## config.mk

```make
export PLATFORM = sky130hd
export DESIGN_NAME = pdecode_acc_flat
export DESIGN_NICKNAME = d
export VERILOG_FILES = /design/src/rtl/pdecode_acc_if.sv /design/src/rtl/pdecode_acc.sv /design/src/flat_wrapper.sv
export SDC_FILE = /design/constraint.sdc
export NUM_CORES = 1
export LEC_CHECK = 0
export ABC_AREA = 1
export ABC_CLOCK_PERIOD_IN_PS = 2000
export CAP_MARGIN = 30
export CORE_MARGIN = 1.5
export CORE_UTILIZATION = 50
export CTS_BUF_LIST = sky130_fd_sc_hd__clkbuf_2 sky130_fd_sc_hd__clkbuf_4 sky130_fd_sc_hd__clkbuf_8
export DETAILED_ROUTE_END_ITERATION = 16
export PLACE_DENSITY = 0.82
export SETUP_SLACK_MARGIN = 0.5
export SYNTH_ARGS = -nofsm -noshare
export SYNTH_HDL_FRONTEND = slang
export SYNTH_SLANG_ARGS = --single-unit
export TNS_END_PERCENT = 20
```

## constraint.sdc

```tcl
create_clock -name clk -period 2 [get_ports clk]
set_input_delay 0.2 -clock clk [delete_from_list [all_inputs] [get_ports clk]]
set_output_delay 0.2 -clock clk [all_outputs]
set_load 0.02 [all_outputs]
```

## src/rtl/pdecode_acc_if.sv

```systemverilog
// Handshake bundle between a code producer/frame consumer and pdecode_acc.
// The master side drives codes and A_ready; the slave (decoder) returns the rebuilt frame.
interface pdecode_acc_if #(
    parameter int W = 3
);
    localparam int N = 1 << W;

    logic [W-1:0] Y;
    logic         Valid;
    logic         Last;
    logic         in_ready;
    logic [N-1:0] A;
    logic         A_valid;
    logic         A_ready;
    logic [W:0]   Count;
    logic         Dup;

    modport master (
        output Y, Valid, Last, A_ready,
        input  in_ready, A, A_valid, Count, Dup
    );

    modport slave (
        input  Y, Valid, Last, A_ready,
        output in_ready, A, A_valid, Count, Dup
    );
endinterface

```

## src/rtl/pdecode_acc.sv

```systemverilog
// Sequential 3-to-8 decoder/accumulator: ORs one-hot decoded codes into a frame
// vector, counts distinct bits, flags duplicates and presents the frame on valid/ready.
module pdecode_acc #(
    parameter int W = 3
) (
    input  logic          clk,
    input  logic          reset,
    pdecode_acc_if.slave  bus
);
    localparam int N = 1 << W;

    localparam logic [1:0] IDLE    = 2'd0;
    localparam logic [1:0] COLLECT = 2'd1;
    localparam logic [1:0] PRESENT = 2'd2;

    logic [1:0]   state_q, state_d;
    logic [N-1:0] a_q, a_d;
    logic [W:0]   count_q, count_d;
    logic         dup_q, dup_d;

    logic [N-1:0] onehot;
    logic         in_ready;
    logic         accept;
    logic         close;
    logic         hit;

    genvar gi;
    generate
        for (gi = 0; gi < N; gi++) begin : g_dec
            assign onehot[gi] = (bus.Y == W'(gi));
        end
    endgenerate

    assign in_ready = (state_q != PRESENT);
    assign accept   = bus.Valid & in_ready;
    assign close    = bus.Last & in_ready;
    assign hit      = |(a_q & onehot);

    always_comb begin
        state_d = state_q;
        a_d     = a_q;
        count_d = count_q;
        dup_d   = dup_q;

        if (state_q == PRESENT) begin
            // Frame leaves on the handshake edge and the accumulator starts empty.
            if (bus.A_ready) begin
                state_d = IDLE;
                a_d     = '0;
                count_d = '0;
                dup_d   = 1'b0;
            end
        end else begin
            if (accept) begin
                if (hit) begin
                    dup_d = 1'b1;
                end else begin
                    a_d     = a_q | onehot;
                    count_d = count_q + {{W{1'b0}}, 1'b1};
                end
            end
            if (close) begin
                state_d = PRESENT;
            end else if (accept) begin
                state_d = COLLECT;
            end
        end
    end

    always_ff @(posedge clk) begin
        if (reset) begin
            state_q <= IDLE;
            a_q     <= '0;
            count_q <= '0;
            dup_q   <= 1'b0;
        end else begin
            state_q <= state_d;
            a_q     <= a_d;
            count_q <= count_d;
            dup_q   <= dup_d;
        end
    end

    assign bus.in_ready = in_ready;
    assign bus.A        = a_q;
    assign bus.A_valid  = (state_q == PRESENT);
    assign bus.Count    = count_q;
    assign bus.Dup      = dup_q;
endmodule

```

## src/flat_wrapper.sv

```systemverilog
// flat-port wrapper written by rule: the top's interface ports become plain ports
module pdecode_acc_flat 
#(
    parameter int W = 3
)
  (clk, reset, bus_Y, bus_Valid, bus_Last, bus_A_ready, bus_in_ready, bus_A, bus_A_valid, bus_Count, bus_Dup);
  pdecode_acc_if #(.W(W)) bus_i ();
  input  logic clk;
  input  logic reset;
  input wire logic [$bits(bus_i.Y)-1:0] bus_Y;
  input wire logic [$bits(bus_i.Valid)-1:0] bus_Valid;
  input wire logic [$bits(bus_i.Last)-1:0] bus_Last;
  input wire logic [$bits(bus_i.A_ready)-1:0] bus_A_ready;
  output wire logic [$bits(bus_i.in_ready)-1:0] bus_in_ready;
  output wire logic [$bits(bus_i.A)-1:0] bus_A;
  output wire logic [$bits(bus_i.A_valid)-1:0] bus_A_valid;
  output wire logic [$bits(bus_i.Count)-1:0] bus_Count;
  output wire logic [$bits(bus_i.Dup)-1:0] bus_Dup;
  assign bus_i.Y = bus_Y;
  assign bus_i.Valid = bus_Valid;
  assign bus_i.Last = bus_Last;
  assign bus_i.A_ready = bus_A_ready;
  assign bus_in_ready = bus_i.in_ready;
  assign bus_A = bus_i.A;
  assign bus_A_valid = bus_i.A_valid;
  assign bus_Count = bus_i.Count;
  assign bus_Dup = bus_i.Dup;
  pdecode_acc #(.W(W)) u_core (.clk(clk), .reset(reset), .bus(bus_i));
endmodule
```

==> metrics, run 1 <==
post-DP HPWL=1240 um; Die Width=43.1 um; vias in the first global route=661; Tmin final=1.51 ns; Via-to-Cell Ratio=5.28; register area share after synthesis=37.4%; Clock Path Buffers=2; Worst EP required=1.80 ns; setup_tns=0 ns; period utilisation layout=75.5%; Num CTS Buffers=3; Synth Area in Adders=1.56%; Placeable Area=1510 um2; First-pass DRT Iterations=4; post-synth top area cell=dfxtp_1; largest net degree at the start of global routing=14; reg2reg setup slack=0.67 ns; post-synth top area share=37.4%; CP max stage delay=0.64 ns; delay-heaviest family, CP=buffers and inverters; Worst IR Drop VDD=0.000448 V; CTS tree=yes; # port buffers=22; Design Area, Final=1050 um2; Syn. warnings=0; Cell Area, Synth=803 um2; Worst Setup End Kind=output port; worst skew pair latency=0.27 ns; Setup Buffers After CTS=0; fin. max-slew vios=0; Clock Skew=0.00371 ns; final setup fails=0; DRC Markers=0; synthesized flop and latch total=15; Crit Path Category=reg2out; synth unique cells=22; CP Launch Type=register; Post-CTS Hold Fix Bufs=0; Worst Hold Class=in2reg; Clock transition at path regs=0.08 ns; simple-gate share of the synthesized area=32.2%; Layout fillers=133; worst slew pin tran=0.654 ns; largest family of logic cells by synthesized area=simple AND/OR/NAND/NOR gates; vias=797; synthesized area per cell=7.24 um2; Max Cap Violations=0; leading post-synthesis cells by cell area=dfxtp_1 (37%), nand3_1 (8.1%), a21oi_1 (7.5%); xor/xnor cell area share of the yosys netlist=1.09%; share of layout cells above drive strength 1=12.6%; antenna cells=0; cts repair resizes=3; CTS root buf=clkbuf_4; Die Y-Extent=43.1 um; initial antenna violation count=0; Worst Path Buf+Inv=1; PwrDens=628 nW/um2; IO Pins=23; FP Rows=14; RSZ-0062 raised after global routing=true; H-tree depth=1; GP Congestion=0.844; DRT iter0 DRCs=11; Wirelength per Cell=11.1 um; proportion of synthesized area in mux cells=0%; Max Fclk=662 MHz; GRT Total Usage=20.0%; slowest CP cell=clkdlybuf4s50_1; crit path max fanout=4; final-stage net count=145; first-pass GRT wire length=2840 um; Synth Instances=111; commonest non-fill, non-tap cell in the layout=clkdlybuf4s50_1; post-synthesis compound-gate area fraction=12.6%; CTS sink cnt=15; Slew headroom=56.1%; ANT nets after route=0; arrival time worst endpoint=1.31 ns; area grow syn2layout=31.0%; Initial Utilization=53.3%; Routed WL=1670 um; outcome=finished, final reports clean; Die ar.=1860 um2; final hold violation count=0; PnR Total Power=0.661 mW; syn_nets=120; placed instance area=1020 um2; CP cell instances=clkdlybuf4s50_1; most frequent cells in the layout=clkdlybuf4s50_1 (17), inv_1 (15), dfxtp_1 (15); Leakage=0.442 nW; Congestion Overflow GR=0
## routing by layer
layer	routed length (um)	GRT usage (%)	share of wire, %	vias to the layer above
met2	771	34.0	46	27
met4	0	5.45	0	0
met5	0	0	0	-
met1	796	26.1	48	350
li1	-	-	-	420
met3	106	2.55	6.3	0
## sequential cells by signal, indices dropped and copies added (netlist names)
| signal | cells |
|---|---|
| u_core.bus.A | 8 |
| u_core.bus.Count | 4 |
| u_core.state_q | 2 |
| u_core.bus.Dup | 1 |
## final timing paths
kind                                    startpoint                          endpoint  cells after the start
setup reg to reg    u_core.state_q[0]$_SDFFE_PP0P_  u_core.bus.Count[3]$_SDFFE_PP0P_                      8
hold / removal                            bus_Y[2]      u_core.bus.A[0]$_SDFFE_PP0P_                      4
setup / recovery  u_core.bus.Count[0]$_SDFFE_PP0P_                      bus_Count[0]                      1
hold reg to reg     u_core.state_q[0]$_SDFFE_PP0P_    u_core.state_q[0]$_SDFFE_PP0P_                      2
## stage by stage
step | instances | worst slack [ns] | utilization [%] | hold slack, ns
after floorplan | 111 | 0.700 | - | 0.262
after global placement | 147 | 0.104 | 67.4 | 0.454
after detailed placement | 147 | 0.0530 | 67.4 | 0.459
after CTS | 151 | 0.348 | 69.2 | 0.473
after global routing | 151 | 0.435 | 69.9 | 0.422
final | 151 | 0.490 | 69.9 | 0.382
## where the power goes
part	total, mW	internal (mW)	switching, mW
Sequential	0.327	0.314	0.0126
Clock	0.183	0.0908	0.0926
Combinational	0.151	0.0632	0.0882
Total	0.661	0.468	0.193
## synth_stat cells
library cell and count:
nand2_1 12, dfxtp_1 15, ha_1 1, nor3_1 8
o21ai_0 3, inv_1 15, buf_2 1, buf_6 4
a211oi_1 1, clkinv_1 1, nor2_4 1, nand4_1 7
inv_2 3, nand3_2 1, a21oi_2 1, xor2_1 1
nor2_2 1, nand2_2 3, a21oi_1 12, nand3_1 13
nor2_1 5, o21ai_1 2
## layout make-up
class / instances / area, um2 / share of cell area [%]
repair buffers: 25 / 244 / 23.2
well taps: 16 / 20.0 / 1.90
flip-flops and latches: 15 / 300 / 28.5
inverters: 19 / 71.3 / 6.78
clock buffers: 4 / 30.0 / 2.85
multi-input cells: 72 / 387 / 36.7
## cell families (layout without fill, tap and decap cells)
group,after synthesis,in the layout
DFF,15,15
adders and majority gates,1,1
buffers and inverters,24,48
xor gates and xnor gates,1,1
and+or+nand+nor,51,51
AOI/OAI and AO/OA,19,19
No activity file was read; power rests on OpenSTA's default activity.
==> run 2, diff against run 1 <==
Settings changed: ABC_CLOCK_PERIOD_IN_PS 2000 to 1500, CORE_UTILIZATION 50 to 48, PLACE_DENSITY 0.82 to 0.8.
Clock period 2 ns to 1.5 ns, I/O delays scaled along.
==> metrics, run 2 (synthesis results as in run 1) <==
fin. max-slew vios=0; Design Area, Final=1260 um2; antenna cells=0; worst slew pin tran=0.497 ns; CP Launch Type=register; FP Rows=14; reg2reg start=u_core.bus.A[1]$_SDFFE_PP0P_; RSZ-0062 raised after global routing=true; IO Pins=23; Finished Layout Cells=170; Setup crit start=u_core.bus.A[1]$_SDFFE_PP0P_; Clock transition at path regs=0.08 ns; first-pass GRT wire length=3610 um; GP Congestion=0.875; Clock Path Buffers=2; share of layout cells above drive strength 1=39.0%; Worst Path Buf+Inv=1; period utilisation layout=86.2%; Largest register FFs=8; initial antenna violation count=0; Worst Hold Class=in2reg; placed instance area=1170 um2; WHS Path Cells=5; Crit Path Category=reg2reg; final hold violation count=0; arrival time worst endpoint=1.51 ns; final-stage net count=164; Placed Instances=161; worst skew pair latency=0.28 ns; outcome=finished, final reports clean; PnR Total Power=0.927 mW; DRC Markers=0; CP cell instances=nand4_1 > nand2_1 > nor2_2 > nand2_2 > nand2_4 > buf_4 > nand3_1 > a21oi_2; Max Fclk=773 MHz; delay-heaviest family, CP=simple AND/OR/NAND/NOR gates; reg2reg setup slack=0.21 ns; Die Y-Extent=43.9 um; Die ar.=1930 um2; Post-CTS Hold Fix Bufs=0; # port buffers=22; most frequent cells in the layout=buf_4 (19), dlygate4sd2_1 (15), inv_1 (14); area grow syn2layout=57.0%; GRT Total Usage=25.5%; Num CTS Buffers=3; largest net degree at the start of global routing=10; Leakage=0.580 nW; First-pass DRT Iterations=4; setup_tns=0 ns; Congestion Overflow GR=0; commonest non-fill, non-tap cell in the layout=buf_4; Die Width=43.9 um; Reg-to-Reg End=u_core.bus.A[4]$_SDFFE_PP0P_; final setup fails=0; Slew headroom=66.9%; slowest CP cell=dfxtp_2; PwrDens=735 nW/um2; reg2reg path depth=8; Wirelength per Cell=13.2 um; H-tree depth=1; crit path max fanout=5; CTS sink cnt=15; Crit. path cell count=8; CTS tree=yes; Clock Skew=0.00185 ns; Via-to-Cell Ratio=5.46; Routed WL=2250 um; Worst EP required=1.71 ns; vias in the first global route=857; Worst Setup End Kind=register; post-DP HPWL=1580 um; Tmin final=1.29 ns; Max Cap Violations=0; Initial Utilization=52.1%; Worst IR Drop VDD=0.000757 V; vias=928; ANT nets after route=0; CTS root buf=clkbuf_4; DRT iter0 DRCs=30; CP max stage delay=0.33 ns; Placeable Area=1540 um2; crit path to=u_core.bus.A[4]$_SDFFE_PP0P_
## run 2: cell types whose count changed in the layout (fill, tap and decap cells not counted), moves of 5 or more
cell / previous run / this run
dlygate4sd2_1: 3 / 15
clkdlybuf4s50_1: 17 / 4
dfxtp_1: 15 / 5
dfxtp_4: 0 / 5
dfxtp_2: 0 / 5
buf_4: 3 / 19
## run 2: area by class of cell
cell class	instances	area, um2
flip-flops and latches	15	325
repair buffers	44	368
inverters	19	80.1
clock buffers	4	30.0
well taps	16	20.0
fillers	113	280
multi-input cells	72	438
## run 2: how the worst min path moves through the flow
stage	startpoint	to	slack [ns]
final	bus_Y[1]	u_core.bus.A[0]$_SDFFE_PP0P_	0.43
after global routing	bus_Last	u_core.state_q[0]$_SDFFE_PP0P_	0.43
after CTS	bus_Last	u_core.state_q[0]$_SDFFE_PP0P_	0.43
after detailed placement	u_core.bus.A[1]$_SDFFE_PP0P_	u_core.bus.A[1]$_SDFFE_PP0P_	0.45
after global placement	u_core.bus.A[4]$_SDFFE_PP0P_	u_core.bus.A[4]$_SDFFE_PP0P_	0.45
after floorplan	reset	u_core.bus.Count[3]$_SDFFE_PP0P_	0.21
## run 2: worst min-delay path, cell delays in order
cell	delay (ns)
dlygate4sd2_1	0.23
buf_6	0.13
nor3_1	0.05
nand3_1	0.07
a21oi_1	0.05
## run 2: repair_timing
item | in CTS | in global routing
endpoints found under the setup margin | 29 | 29
gates resized for setup | 35 | 5
setup buffers | 4 | 1
pin swaps | 9 | 7
## run 2: where the power goes
group | switching, mW | internal, mW
clock | 0.119 | 0.122
combinational | 0.142 | 0.109
sequential | 0.0206 | 0.415
total | 0.281 | 0.645
## run 2: routing by layer
metal / track usage, % / wire, um
met5: 0 / 0
met4: 12.1 / 40
met3: 8.33 / 150
met2: 39.1 / 1120
met1: 32.2 / 940
## run 2: metrics by stage
stage | hold slack, ns | setup WS (ns) | utilization (%)
floorplan | 0.212 | 0.372 | -
global placement | 0.451 | -0.217 | 76.1
detailed placement | 0.452 | -0.301 | 76.1
CTS | 0.426 | 0.289 | 80.0
global route | 0.430 | 0.119 | 81.8
finish | 0.431 | 0.207 | 81.8
==> run 3, diff against run 2 <==
Settings changed: CORE_MARGIN 1.5 to 2.
==> metrics, run 3 (synthesis results as in run 1) <==
GRT Total Usage=24.5%; arrival time worst endpoint=1.40 ns; Crit Path Category=reg2reg; Via-to-Cell Ratio=5.42; Worst IR Drop VDD=0.000702 V; CP cell instances=clkinv_4 > nand2_8 > buf_4 > o21ai_2 > o21ai_0; Leakage=0.562 nW; Tmin final=1.23 ns; setup_tns=0 ns; FP Rows=14; # port buffers=22; CP Launch Type=register; delay-heaviest family, CP=compound AO/OA/AOI/OAI gates; outcome=finished, final reports clean; PwrDens=762 nW/um2; period utilisation layout=82.3%; Wirelength per Cell=13.2 um; commonest non-fill, non-tap cell in the layout=buf_4; CTS tree=yes; worst skew pair latency=0.30 ns; DRC Markers=0; Congestion Overflow GR=0; Die Y-Extent=44.9 um; Initial Utilization=52.1%; CTS sink cnt=15; crit path max fanout=9; Worst Setup End Kind=register; share of layout cells above drive strength 1=36.7%; Num CTS Buffers=3; Worst Hold Class=in2reg; Post-CTS Hold Fix Bufs=0; largest net degree at the start of global routing=10; Clock transition at path regs=0.08 ns; vias=900; final-stage net count=160; worst slew pin tran=0.462 ns; Clock Skew=0.00289 ns; Worst Path Buf+Inv=2; antenna cells=0; Largest register FFs=8; CP max stage delay=0.37 ns; CTS root buf=clkbuf_4; ANT nets after route=0; Clock Path Buffers=2; final setup fails=0; RSZ-0062 raised after global routing=true; H-tree depth=1; vias in the first global route=797; Die Width=44.9 um; Worst EP required=1.67 ns; first-pass GRT wire length=3450 um; initial antenna violation count=0; Slew headroom=69.2%; final hold violation count=0; slowest CP cell=o21ai_2; fin. max-slew vios=0; post-DP HPWL=1520 um; area grow syn2layout=52.5%; IO Pins=23; PnR Total Power=0.933 mW; most frequent cells in the layout=buf_4 (16), inv_1 (14), dlygate4sd2_1 (14); Fin Hold WS=0.298 ns; DRT iter0 DRCs=19; fin util=79.5%; First-pass DRT Iterations=4; GP Congestion=0.907; Placeable Area=1540 um2; Routed WL=2200 um; Max Cap Violations=0; Max Fclk=810 MHz; Layout fillers=115; Die ar.=2020 um2
## run 3: final cells by class
type | count | area [um2] | area share (%)
well taps | 16 | 20.0 | 1.63
inverters | 19 | 80.1 | 6.54
clock buffers | 4 | 30.0 | 2.45
flip-flops and latches | 15 | 328 | 26.8
repair buffers | 40 | 337 | 27.5
multi-input cells | 72 | 430 | 35.1
## run 3: worst paths after layout
check	cells past startpoint	endpoint	startpoint	slack, ns
worst max-delay path	5	u_core.bus.Dup$_SDFFE_PP0P_	u_core.state_q[0]$_SDFFE_PP0P_	0.27
worst max register to register	5	u_core.bus.Dup$_SDFFE_PP0P_	u_core.state_q[0]$_SDFFE_PP0P_	0.27
worst min register to register	2	u_core.bus.A[4]$_SDFFE_PP0P_	u_core.bus.A[4]$_SDFFE_PP0P_	0.46
worst min-delay path	4	u_core.bus.A[2]$_SDFFE_PP0P_	bus_Y[2]	0.30
## run 3: stage by stage
stage	instance area, um2	cells	setup WS, ns
6_report	1220	166	0.265
5_1_grt	1220	166	0.196
3_3_place_gp	1140	157	-0.250
3_5_place_dp	1140	157	-0.307
2_1_floorplan	861	111	0.372
4_1_cts	1210	165	0.291
## run 3: where the power goes
| part | leakage (nW) | internal [mW] | switching [mW] |
|---|---|---|---|
| registers | 0.129 | 0.414 | 0.0206 |
| clock network | 0.0184 | 0.122 | 0.131 |
| logic | 0.415 | 0.106 | 0.139 |
## run 3: routing by layer
metal | global-route usage [%] | share of wire (%)
met3 | 6.00 | 5.3
met2 | 39.1 | 48
met4 | 13.5 | 3.1
met5 | 0 | 0
met1 | 30.1 | 44
## run 3: worst register-to-register path: stages (launching register included)
cell and delay (ns):
dfxtp_2 0.34, clkinv_4 0.06, nand2_8 0.07, buf_4 0.14, o21ai_2 0.37, o21ai_0 0.14
## run 3: what timing repair did
item | in CTS | in global routing
setup buffers | 4 | 1
pin swaps | 2 | 1
resized for setup | 37 | 4
setup endpoints to repair | 29 | 29
